===== config.mk =====
export PLATFORM = sky130hd
export DESIGN_NAME = int_sequencer
export DESIGN_NICKNAME = d
export VERILOG_FILES = /design/src/rtl/int_sequencer.sv
export SDC_FILE = /design/constraint.sdc
export NUM_CORES = 1
export LEC_CHECK = 0
export CAP_MARGIN = 20
export CORE_MARGIN = 2
export CORE_UTILIZATION = 33
export CTS_CLUSTER_SIZE = 10
export DETAILED_ROUTE_END_ITERATION = 7
export PLACE_DENSITY = 0.65
export SLEW_MARGIN = 20
export SYNTH_ARGS = -nofsm -noshare
export SYNTH_HDL_FRONTEND = slang
export SYNTH_SLANG_ARGS = --single-unit

===== constraint.sdc =====
create_clock -name clk -period 6.9 [get_ports clk]
set_clock_uncertainty 0.15 [all_clocks]
set_input_delay 1.38 -clock clk [delete_from_list [all_inputs] [get_ports clk]]
set_output_delay 1.38 -clock clk [all_outputs]
set_load 0.005 [all_outputs]

===== src/rtl/int_sequencer.sv =====
// Interrupt-entry sequencer: freezes the PC, drains the pipeline, pushes the
// interrupted PC as two 16-bit words, fetches the ISR vector and redirects.
module int_sequencer #(
  parameter int          DRAIN_CYCLES = 3,
  parameter logic [31:0] VEC_ADDR     = 32'd0
) (
  input  logic        clk,
  input  logic        reset,
  input  logic        int_req,
  input  logic [31:0] pc_in,
  input  logic [31:0] sp_in,
  input  logic        mem_ready,
  input  logic [15:0] mem_rdata,
  output logic        mem_we,
  output logic        mem_re,
  output logic [31:0] mem_addr,
  output logic [15:0] mem_wdata,
  output logic [31:0] sp_out,
  output logic        sp_we,
  output logic        pc_hold,
  output logic        pc_load,
  output logic [31:0] pc_target,
  output logic        int_ack,
  output logic        busy
);

  typedef enum logic [2:0] {
    IDLE,
    DRAIN,
    PUSH_HI,
    PUSH_LO,
    VEC_HI,
    VEC_LO,
    REDIRECT
  } state_t;

  localparam int CW = (DRAIN_CYCLES > 1) ? $clog2(DRAIN_CYCLES) : 1;

  state_t        state;
  logic          int_prev;
  logic          pending;
  logic [31:0]   pc_saved;
  logic [31:0]   vec;
  logic [CW-1:0] drain_cnt;
  logic          trigger;

  assign trigger = int_req & ~int_prev;

  // A trigger that arrives while a sequence is in flight is remembered once
  // and picked up on the first IDLE cycle.
  always_ff @(posedge clk or negedge reset) begin
    if (!reset) begin
      state     <= IDLE;
      int_prev  <= 1'b0;
      pending   <= 1'b0;
      pc_saved  <= 32'd0;
      vec       <= 32'd0;
      drain_cnt <= '0;
    end else begin
      int_prev <= int_req;
      if (trigger && (state != IDLE)) pending <= 1'b1;

      case (state)
        IDLE: begin
          if (trigger || pending) begin
            pc_saved  <= pc_in;
            pending   <= 1'b0;
            drain_cnt <= '0;
            state     <= (DRAIN_CYCLES == 0) ? PUSH_HI : DRAIN;
          end
        end
        DRAIN: begin
          if (int'(drain_cnt) >= DRAIN_CYCLES - 1) state <= PUSH_HI;
          else drain_cnt <= drain_cnt + 1'b1;
        end
        PUSH_HI: begin
          if (mem_ready) state <= PUSH_LO;
        end
        PUSH_LO: begin
          if (mem_ready) state <= VEC_HI;
        end
        VEC_HI: begin
          if (mem_ready) begin
            vec[31:16] <= mem_rdata;
            state      <= VEC_LO;
          end
        end
        VEC_LO: begin
          if (mem_ready) begin
            vec[15:0] <= mem_rdata;
            state     <= REDIRECT;
          end
        end
        REDIRECT: state <= IDLE;
        default:  state <= IDLE;
      endcase
    end
  end

  // Outputs are decoded from the state register only (plus mem_ready for the
  // SP write strobe), so an asynchronous reset clears them immediately.
  always_comb begin
    mem_we    = 1'b0;
    mem_re    = 1'b0;
    mem_addr  = 32'd0;
    mem_wdata = 16'd0;
    sp_out    = 32'd0;
    sp_we     = 1'b0;
    pc_load   = 1'b0;
    pc_target = 32'd0;
    int_ack   = 1'b0;
    case (state)
      PUSH_HI: begin
        mem_we    = 1'b1;
        mem_addr  = sp_in;
        mem_wdata = pc_saved[31:16];
      end
      PUSH_LO: begin
        mem_we    = 1'b1;
        mem_addr  = sp_in - 32'd1;
        mem_wdata = pc_saved[15:0];
        sp_out    = sp_in - 32'd2;
        sp_we     = mem_ready;
      end
      VEC_HI: begin
        mem_re   = 1'b1;
        mem_addr = VEC_ADDR;
      end
      VEC_LO: begin
        mem_re   = 1'b1;
        mem_addr = VEC_ADDR + 32'd1;
      end
      REDIRECT: begin
        pc_load   = 1'b1;
        int_ack   = 1'b1;
        pc_target = vec;
      end
      default: ;
    endcase
  end

  assign busy    = (state != IDLE);
  assign pc_hold = busy;

endmodule


## Yosys cells after proc, flatten, opt, wreduce, memory -nomap -nowiden

Cells that the tools add are included.

| word-level totals | value |
|---|---|
| logic and storage cells | 59 |
| flip-flop bits (word level) | 71 |

| cells by class | value |
|---|---|
| add/sub/neg operators | 3 |
| muxes and demuxes | 21 |
| equal/unequal tests | 13 |
| magnitude comparators | 1 |
| reduce and logical (&&, ||, !) cells | 12 |
| bitwise operators | 2 |

Operator list:

| kind | count |
|---|---|
| one-hot mux 32 bit (3 select lines) | 1 |
| two-way mux 32 bit | 2 |
| one-hot mux 16 bit (2 select lines) | 1 |
| subtractor 32 x 1 -> 32 bit (second input constant) | 1 |
| subtractor 32 x 2 -> 32 bit (second input constant) | 1 |
| two-way mux 3 bit | 6 |
| one-hot mux 3 bit (6 select lines) | 1 |
| inequality test 2 bit (second input constant) | 7 |
| == test 3 bit (second input constant) | 3 |
| two-way mux 1 bit | 7 |
| == test 3 x 2 -> 1 bit (second input constant) | 2 |
| AND reduction 2 bit | 3 |
| AND reduction 6 bit | 1 |
| two-way mux 2 bit | 2 |
| one-hot mux 2 bit (2 select lines) | 1 |
| OR reduction 2 bit | 2 |
| == test 3 x 1 -> 1 bit (second input constant) | 1 |
| zero test 3 bit | 1 |
| AND reduction 3 bit | 1 |
| nonzero test 3 bit | 1 |
| adder 2 x 1 -> 2 bit (second input constant) | 1 |
| greater-or-equal comparator 2 bit (second input constant) | 1 |
| nonzero test 2 bit | 1 |
| bitwise AND 1 bit | 1 |
| other kinds (3) | 3 |

## Depth between registers and ports, before layout

Gate-level depths: netlist of run 1.

| depth | value |
|---|---|
| depth in word-level cells | 6 |
| depth in mapped cells | 7 |
| gate-level depth less buffers | 6 |

## Least setup slack after synthesis of run 1

OpenSTA, ideal clock, no wires.

| timing path | value |
|---|---|
| path kind | input port to output port |
| start point | input port sp_in[0] |
| end point | output port mem_addr[22] |
| path buffers | 1 |
| arrival | 2.894 ns |
| stages on the path | 7 |
| data required time | 5.370 ns |
| slack | 2.476 ns |
| cell sequence | inv_1 ha_1 nor4bb_1 buf_2 nand4_1 or4_1 a21oi_1 |

| between the ends | value |
|---|---|
| cells in the longest elaborated chain, start to end | 2 |

RTL lines:

| item | RTL line | text |
|---|---|---|
| start: declaration | 11 | `input logic [31:0] sp_in,` |
| subtractor 32 x 1 -> 32 bit | 120 | `mem_addr = sp_in - 32'd1;` |
| one-hot mux 32 bit (3 select lines) | 112 | `case (state)` |
| end: declaration | 16 | `output logic [31:0] mem_addr,` |

No other way between the ends.

## Worst setup path after layout of run 1

| timing path | value |
|---|---|
| start point | input port sp_in[12] |
| end point | output port sp_out[28] |

| between the ends | value |
|---|---|
| cells in the longest elaborated chain, start to end | 2 |

RTL lines:

| item | RTL line | text |
|---|---|---|
| subtractor 32 x 2 -> 32 bit | 122 | `sp_out = sp_in - 32'd2;` |
| two-way mux 32 bit | 112 |  |
| end: declaration | 18 | `output logic [31:0] sp_out,` |

No other way between the ends.

==> results of run 1 <==
-- final cells by class --
class	instances	area, µm²	share of cell area [%]
Inverter	5	18.8	0.261
Sequential cell	71	1780	24.7
Clock buffer	13	260	3.61
Multi-Input combinational cell	387	2760	38.4
Timing Repair Buffer	212	2090	29.0
Tap cell	180	225	3.13
Clock inverter	3	65.1	0.903
-- worst max path at each step --
stage          slack [ns]            to
2_1_floorplan        2.48  mem_addr[22]
3_3_place_gp         1.05    sp_out[28]
3_5_place_dp         1.01    sp_out[28]
4_1_cts              1.02    sp_out[28]
5_1_grt              0.82    sp_out[28]
6_report             1.02    sp_out[28]
-- routing by layer --
| layer | global-route usage (%) | up-vias |
|---|---|---|
| met5 | 0 | - |
| met4 | 8.88 | 0 |
| met3 | 5.63 | 31 |
| met2 | 31.6 | 216 |
| met1 | 22.7 | 2185 |
| li1 | - | 2149 |
-- cells in the mapped netlist (all sizes together), types with 4 or more instances --
master	instances	area [µm²]
o21ai	18	90.1
nand3	11	55.1
or3	16	100
o31ai	13	97.6
nand4	17	125
mux2	64	721
nor3	4	30.0
and2	33	206
xor2	25	219
nand3b	4	30.0
inv	5	18.8
nor2	64	240
buf	15	80.1
or4	15	113
a21oi	28	140
clkbuf	21	78.8
dfrtp	71	1780
nand2	19	73.8
mux2i	17	170
nor4	11	111
xnor2	5	43.8
-- state kept, by name, summed over array words and instances (netlist names) --
signal and flops:
state 3, drain_cnt 2, vec 32, int_prev 1
pending 1, pc_saved 32
-- where the power goes --
part / switching [mW] / internal, mW
clock: 0.161 / 0.336
combinational: 0.446 / 0.617
sequential: 0.0948 / 0.615
total: 0.702 / 1.57
-- per-stage QoR --
stage / worst slack [ns] / utilization (%)
global placement: 1.05 / 49.3
global route: 0.824 / 51.7
finish: 1.02 / 51.7
floorplan: 2.48 / -
detailed placement: 1.01 / 49.3
CTS: 1.02 / 51.7
-- kinds of logic (layout without fill, tap and decap cells) --
family | after synthesis | count (layout) | share of synthesized area (%)
adders and majority gates | 3 | 3 | 0.797
muxes | 81 | 81 | 18.9
buffers and inverters | 41 | 233 | 3.77
DFF | 71 | 71 | 37.7
xor gates and xnor gates | 30 | 30 | 5.58
and+or+nand+nor | 206 | 206 | 25.0
AOI/OAI and AO/OA | 67 | 67 | 8.23
==> qor.csv, run 1 <==
metric,value,unit
final_common_cell,clkdlybuf4s50_1,
cts.reportedPaths.clkPinSlew,0.05,ns
grt_pass1_wl,22600,µm
syn-instance-count,499,
place_congestion,0.911,
crit_chain,"clkdlybuf4s50_1, nor4_4, nand4_2, or4_1, a21oi_1, clkdlybuf4s50_1",
setup_viol,0,
htreeDepth,3,
cts-hold-fix-buffers,0,
fmax,0.170,GHz
wl_met2,7090,µm
dp_hpwl,11000,µm
die_h,123,µm
finalMaxSlewViolations,0,
synthesis.area,4710,µm²
drive_gt1_share,15.3,%
overflow,0,
maxCapViolCount,0,
cp.depth,6,
cts_resized,0,
drt-initial-drc-count,320,
min_period,5.88,ns
critical_path.top_delay_family,simple AND/OR/NAND/NOR gates,
first_global_vias,4412,
fin_area,7200,µm²
hold_slack,0.342,ns
crit_type,in2out,
hp-start,drain_cnt[0],
fp-row-count,43,
required,5.37,ns
io_buffers,202,
relSlewSlack,40.0,%
yosys_warnings,0,
antenna_found_initial,0,
fillers,1259,
firstDrtPassIters,5,
synth-seq-cells,71,
finalCritPeriodShare,85.3,%
die_w,123,µm
synth-main-ff-cell,dfrtp_1,
crit_path_max_incr_delay,0.78,ns
hold_path_class,reg2reg,
via_per_inst,5.26,
io_pins,203,
vias,4581,
grtUsageTotal,19.1,%
cp_num_buf_inv,2,
stdcell_count,871,
core_area,13900,µm²
cts_tree,built,
clockRootBuffer,clkbuf_16,
numCtsBuffers,9,
wl_met1,6060,µm
synthArstFlopShare,100,%
worstHoldEndpoint,drain_cnt[0],
fin_tns_setup,0,ns
seq_area_frac_synth,37.7,%
initial_core_util,33.8,%
reg2regPathDepth,3,
critical-path-slowest-cell,nor4_4,
drcViolationCount,0,
antenna_left,0,
final_cell_mix,"clkdlybuf4s50_1 (201), dfrtp_1 (71), nor2_1 (64), mux2_2 (64), and2_1 (33)",
synth_edf_count,0,
wl_met3,1340,µm
diodes,0,
topRoutingLayerUsed,met4,
clock-sinks,71,
drt_wl_total,14900,µm
tightest_slew,0.901,ns
placed_area,6880,µm²
post_drt_wl_per_cell,17.1,µm
avgSynthCellArea,9.44,µm²
power_density,315,nW/µm²
rr_startpoint,state[0],
num-nets-final,773,
report.power.total,2.27,mW
die-area,15300,µm²
syn_nets,586,
crit_path_end_kind,output pin,
cp_max_fo,15,
p_leak,2.76,nW
grt_setup_unrepaired,no,
grt_max_degree,72,
worst_ep_arrival_time,4.35,ns
critPathLaunchType,input port,
dp.cells,855,
clockBufferDepth,2,
outcome,"complete, no violations",
cp-startpoint,sp_in[12],
area_delta_synth_final,52.8,%
crit_path_frequent_cell,clkdlybuf4s50_1,
hold_path_depth,1,
finalHoldViolations,0,
clk_latency,0.32,ns
ir_drop,0.212,mV
r2r_slack,4.53,ns
reg2reg_to,vec[11],
post_cts_buffers,0,
ys_types,42,
Note: power is estimated with default switching activity, not from simulation.
==> run 2: changes to the inputs <==
REMOVE_ABC_BUFFERS = 1   (was unset)
==> run 2 against run 1 <==
  * Total power down 0.18%
  * Critical path depth did not move
  * Highest routed layer unchanged
  * Cell count shrank 0.23%
  * Fmax increased by 0.13%
  * Sequential cell count unchanged
  * Via count down 0.28%
  * Largest cell class unchanged
  * Count of clock-buffer cells in the layout stayed put
==> qor.csv, run 2 (synthesis results as in run 1) <==
metric,value,unit
outcome,"complete, no violations",
hold_path_class,reg2reg,
firstDrtPassIters,4,
initial_core_util,33.8,%
vias,4568,
fmax,0.170,GHz
cts_tree,built,
drcViolationCount,0,
die_h,123,µm
crit_type,in2out,
crit_chain,"clkdlybuf4s50_1, nor4_4, nand4_2, or4_1, a21oi_1, clkdlybuf4s50_1",
hold_path_depth,1,
crit_path_max_incr_delay,0.81,ns
required,5.37,ns
p_leak,2.75,nW
drive_gt1_share,15.1,%
final_common_cell,clkdlybuf4s50_1,
cp_max_fo,15,
cts-hold-fix-buffers,0,
numCtsBuffers,9,
power_density,315,nW/µm²
drt_wl_total,14700,µm
grt_pass1_wl,22800,µm
via_per_inst,5.26,
htreeDepth,3,
core_area,13900,µm²
grtUsageTotal,19.1,%
maxCapViolCount,0,
finalCritPeriodShare,85.2,%
reg2regPathDepth,3,
drt-initial-drc-count,244,
critPathLaunchType,input port,
setup_viol,0,
reg_top3,"pc_saved (32), vec (32), state (3)",
antenna_left,0,
critical-path-slowest-cell,nor4_4,
reg2reg_to,vec[6],
rr_startpoint,state[0],
final_cell_mix,"clkdlybuf4s50_1 (201), dfrtp_1 (71), nor2_1 (64), mux2_2 (64), and2_1 (33)",
fin_tns_setup,0,ns
first_global_vias,4568,
fp-row-count,43,
clockBufferDepth,2,
min_period,5.88,ns
clock-sinks,71,
num-nets-final,771,
finalHoldViolations,0,
finalMaxSlewViolations,0,
cts_resized,0,
cts.reportedPaths.clkPinSlew,0.05,ns
grt_max_degree,72,
worst_ep_arrival_time,4.35,ns
dp_hpwl,10900,µm
die-area,15300,µm²
post_cts_buffers,0,
worstHoldEndpoint,vec[10],
clk_latency,0.32,ns
crit_path_frequent_cell,clkdlybuf4s50_1,
ir_drop,0.193,mV
place_congestion,0.884,
tightest_slew,0.997,ns
r2r_slack,4.47,ns
post_drt_wl_per_cell,16.9,µm
overflow,0,
crit_path_end_kind,output pin,
io_pins,203,
report.power.total,2.26,mW
diodes,0,
io_buffers,202,
area_delta_synth_final,52.7,%
relSlewSlack,33.3,%
clockRootBuffer,clkbuf_16,
hp-start,vec[10],
die_w,123,µm
grt_setup_unrepaired,no,
antenna_found_initial,0,
run 2: layer usage:
metal / track usage [%] / vias up / part of all wire (%)
met1: 23.2 / 2151 / 41
met4: 8.52 / 0 / 3.3
li1: - / 2156 / -
met2: 31.2 / 221 / 45
met5: 0 / - / 0
met3: 5.40 / 40 / 10
run 2: worst max path at each step:
stage | from | end | slack (ns) | cells after the start
4_1_cts | sp_in[9] | sp_out[28] | 1.09 | 6
5_1_grt | sp_in[1] | sp_out[27] | 0.84 | 8
3_5_place_dp | sp_in[9] | sp_out[28] | 1.10 | 6
6_report | sp_in[12] | sp_out[28] | 1.02 | 6
2_1_floorplan | sp_in[0] | mem_addr[22] | 1.97 | 6
3_3_place_gp | sp_in[12] | sp_out[28] | 1.05 | 6
run 2: critical path, delay by kind of cell:
kind	cells	cell delay, ns
and+or+nand+nor	3	1.76
buffers and inverters	2	1.05
AOI/OAI and AO/OA	1	0.15
run 2: metrics by stage:
step | cells | setup slack (ns) | instance area (µm²) | util, % | hold WS, ns
final | 869 | 1.02 | 7190 | 51.6 | 0.347
after global placement | 853 | 1.05 | 6870 | 49.3 | 0.327
after CTS | 869 | 1.09 | 7190 | 51.6 | 0.348
after global routing | 869 | 0.840 | 7190 | 51.6 | 0.362
after floorplan | 463 | 1.97 | 4550 | - | 0.308
after detailed placement | 853 | 1.10 | 6870 | 49.3 | 0.336
run 2: area by class of cell:
class | instances | area [µm²]
timing repair buffer | 210 | 2080
clock buffer | 13 | 260
fill | 1303 | 6740
sequential | 71 | 1780
inverter | 5 | 18.8
clock inverter | 3 | 65.1
multi-input combinational | 387 | 2770
tap | 180 | 225
run 2: where the power goes:
group	switching, mW	internal, mW	total [mW]
combinational	0.441	0.617	1.06
sequential	0.0981	0.615	0.713
clock	0.158	0.336	0.494
==> run 3: changes to the inputs <==
CORE_MARGIN = unset   (was 2)
CORE_UTILIZATION = 30   (was 33)
PLACE_DENSITY = unset   (was 0.65)
==> run 3 against run 2 <==
  * First-iteration DRC count up 8.2%
  * Worst setup slack got worse by 0.028 ns
  * Count of clock-buffer cells in the layout is 1 higher
  * Highest routed layer unchanged
  * Clock power down 4.7%
  * Routed wire length grew 3.5%
  * Via count grew 0.42%
==> qor.csv, run 3 (synthesis results as in run 1) <==
metric,value,unit
drt_wl_total,15200,µm
cts-hold-fix-buffers,0,
outcome,"complete, no violations",
fmax,0.169,GHz
grtUsageTotal,19.0,%
vias,4587,
cts.reportedPaths.clkPinSlew,0.05,ns
fp-row-count,45,
firstDrtPassIters,5,
area_delta_synth_final,53.0,%
p_leak,2.73,nW
grt_setup_unrepaired,no,
io_buffers,202,
drive_gt1_share,15.1,%
setup_viol,0,
finalMaxSlewViolations,0,
crit_path_frequent_cell,clkdlybuf4s50_1,
post_drt_wl_per_cell,16.9,µm
drcViolationCount,0,
required,5.37,ns
finalCritPeriodShare,85.6,%
numCtsBuffers,9,
final_cell_mix,"clkdlybuf4s50_1 (201), dfrtp_1 (70), mux2_2 (64), nor2_1 (63), and2_1 (33)",
dp.cells,882,
dp_hpwl,11100,µm
initial_core_util,30.9,%
stdcell_count,898,
clk_latency,0.32,ns
io_pins,203,
worst_ep_arrival_time,4.38,ns
num-nets-final,769,
die-area,16200,µm²
regArea,1780,µm²
final_common_cell,clkdlybuf4s50_1,
place_congestion,0.918,
diodes,0,
first_global_vias,4534,
hold_path_depth,1,
fin_tns_setup,0,ns
grt_max_degree,72,
min_period,5.91,ns
reg_top3,"pc_saved (32), vec (32), state (3)",
overflow,0,
relSlewSlack,33.6,%
critical-path-slowest-cell,nor4_4,
antenna_left,0,
cts_tree,built,
die_h,127,µm
clock-sinks,71,
worstHoldEndpoint,drain_cnt[0],
setup_slack,0.995,ns
power_density,312,nW/µm²
rr_startpoint,state[0],
ir_drop,0.202,mV
die_w,127,µm
grt_pass1_wl,24200,µm
maxCapViolCount,0,
hp-start,drain_cnt[0],
cp_max_fo,15,
core_area,15300,µm²
hold_path_class,reg2reg,
crit_type,in2out,
htreeDepth,3,
fillers,1466,
post_cts_buffers,0,
reg2reg_to,vec[4],
preCtsSetupSlack,1.02,ns
cts_resized,0,
crit_chain,"clkdlybuf4s50_1, nor4_4, nand4_2, or4_1, a21oi_1, clkdlybuf4s50_1",
antenna_found_initial,0,
drt-initial-drc-count,264,
crit_path_max_incr_delay,0.82,ns
final_util,47.2,%
critPathLaunchType,input port,
r2r_slack,4.28,ns
crit_path_end_kind,output pin,
multi_input_area,2770,µm²
reg2regPathDepth,2,
tightest_slew,0.993,ns
finalHoldViolations,0,
clockBufferDepth,2,
via_per_inst,5.11,
clockRootBuffer,clkbuf_16,
[run 3: changes by cell type in the layout (fill, tap and decap cells not counted), sizes merged]
cell	previous run	this run
buf	9	7
bufinv	2	1
clkbuf	13	14
clkinv	1	0
clkinvlp	0	1
[run 3: worst max-delay path, delay by kind of cell]
kind	cells	cell delay, ns
AO/OA/AOI/OAI	1	0.17
AND/OR/NAND/NOR	3	1.78
buffers and inverters	2	1.05
[run 3: where the power goes]
part	switching (mW)	internal [mW]
registers	0.136	0.614
clock network	0.161	0.310
logic	0.410	0.615
total	0.707	1.54
[run 3: cell type report]
cell class,count,share of cell area (%)
Multi-Input combinational cell,387,38.5
Clock inverter,2,0.521
Inverter,5,0.260
Tap cell,211,3.66
Sequential cell,71,24.7
Timing Repair Buffer,208,28.6
Clock buffer,14,3.80
[run 3: worst max-delay path by stage]
| stage | from | endpoint | slack, ns | cells past startpoint |
|---|---|---|---|---|
| finish | sp_in[12] | sp_out[28] | 0.99 | 6 |
| detailed placement | sp_in[12] | sp_out[28] | 1.02 | 6 |
| global route | sp_in[12] | sp_out[28] | 0.83 | 6 |
| CTS | sp_in[12] | sp_out[28] | 1.00 | 6 |
| global placement | sp_in[9] | sp_out[28] | 1.03 | 6 |
| floorplan | sp_in[0] | mem_addr[22] | 1.97 | 6 |
[run 3: through the flow]
stage                     hold WS (ns)  cell area, µm²  total power [mW]
after floorplan                  0.308            4550              1.23
after global placement           0.329            6900              1.77
after detailed placement         0.335            6900              1.79
after CTS                        0.342            7210              2.28
after global routing             0.354            7210              2.40
final                            0.341            7210              2.25
[run 3: routing by layer]
metal / share of wire [%] / vias to the layer above / GRT usage [%] / wire, µm
met5: 0 / - / 0 / 0
met4: 2.4 / 0 / 7.70 / 364
met3: 10 / 24 / 5.65 / 1560
met2: 46 / 228 / 31.1 / 6910
met1: 42 / 2184 / 23.2 / 6350
li1: - / 2151 / - / -
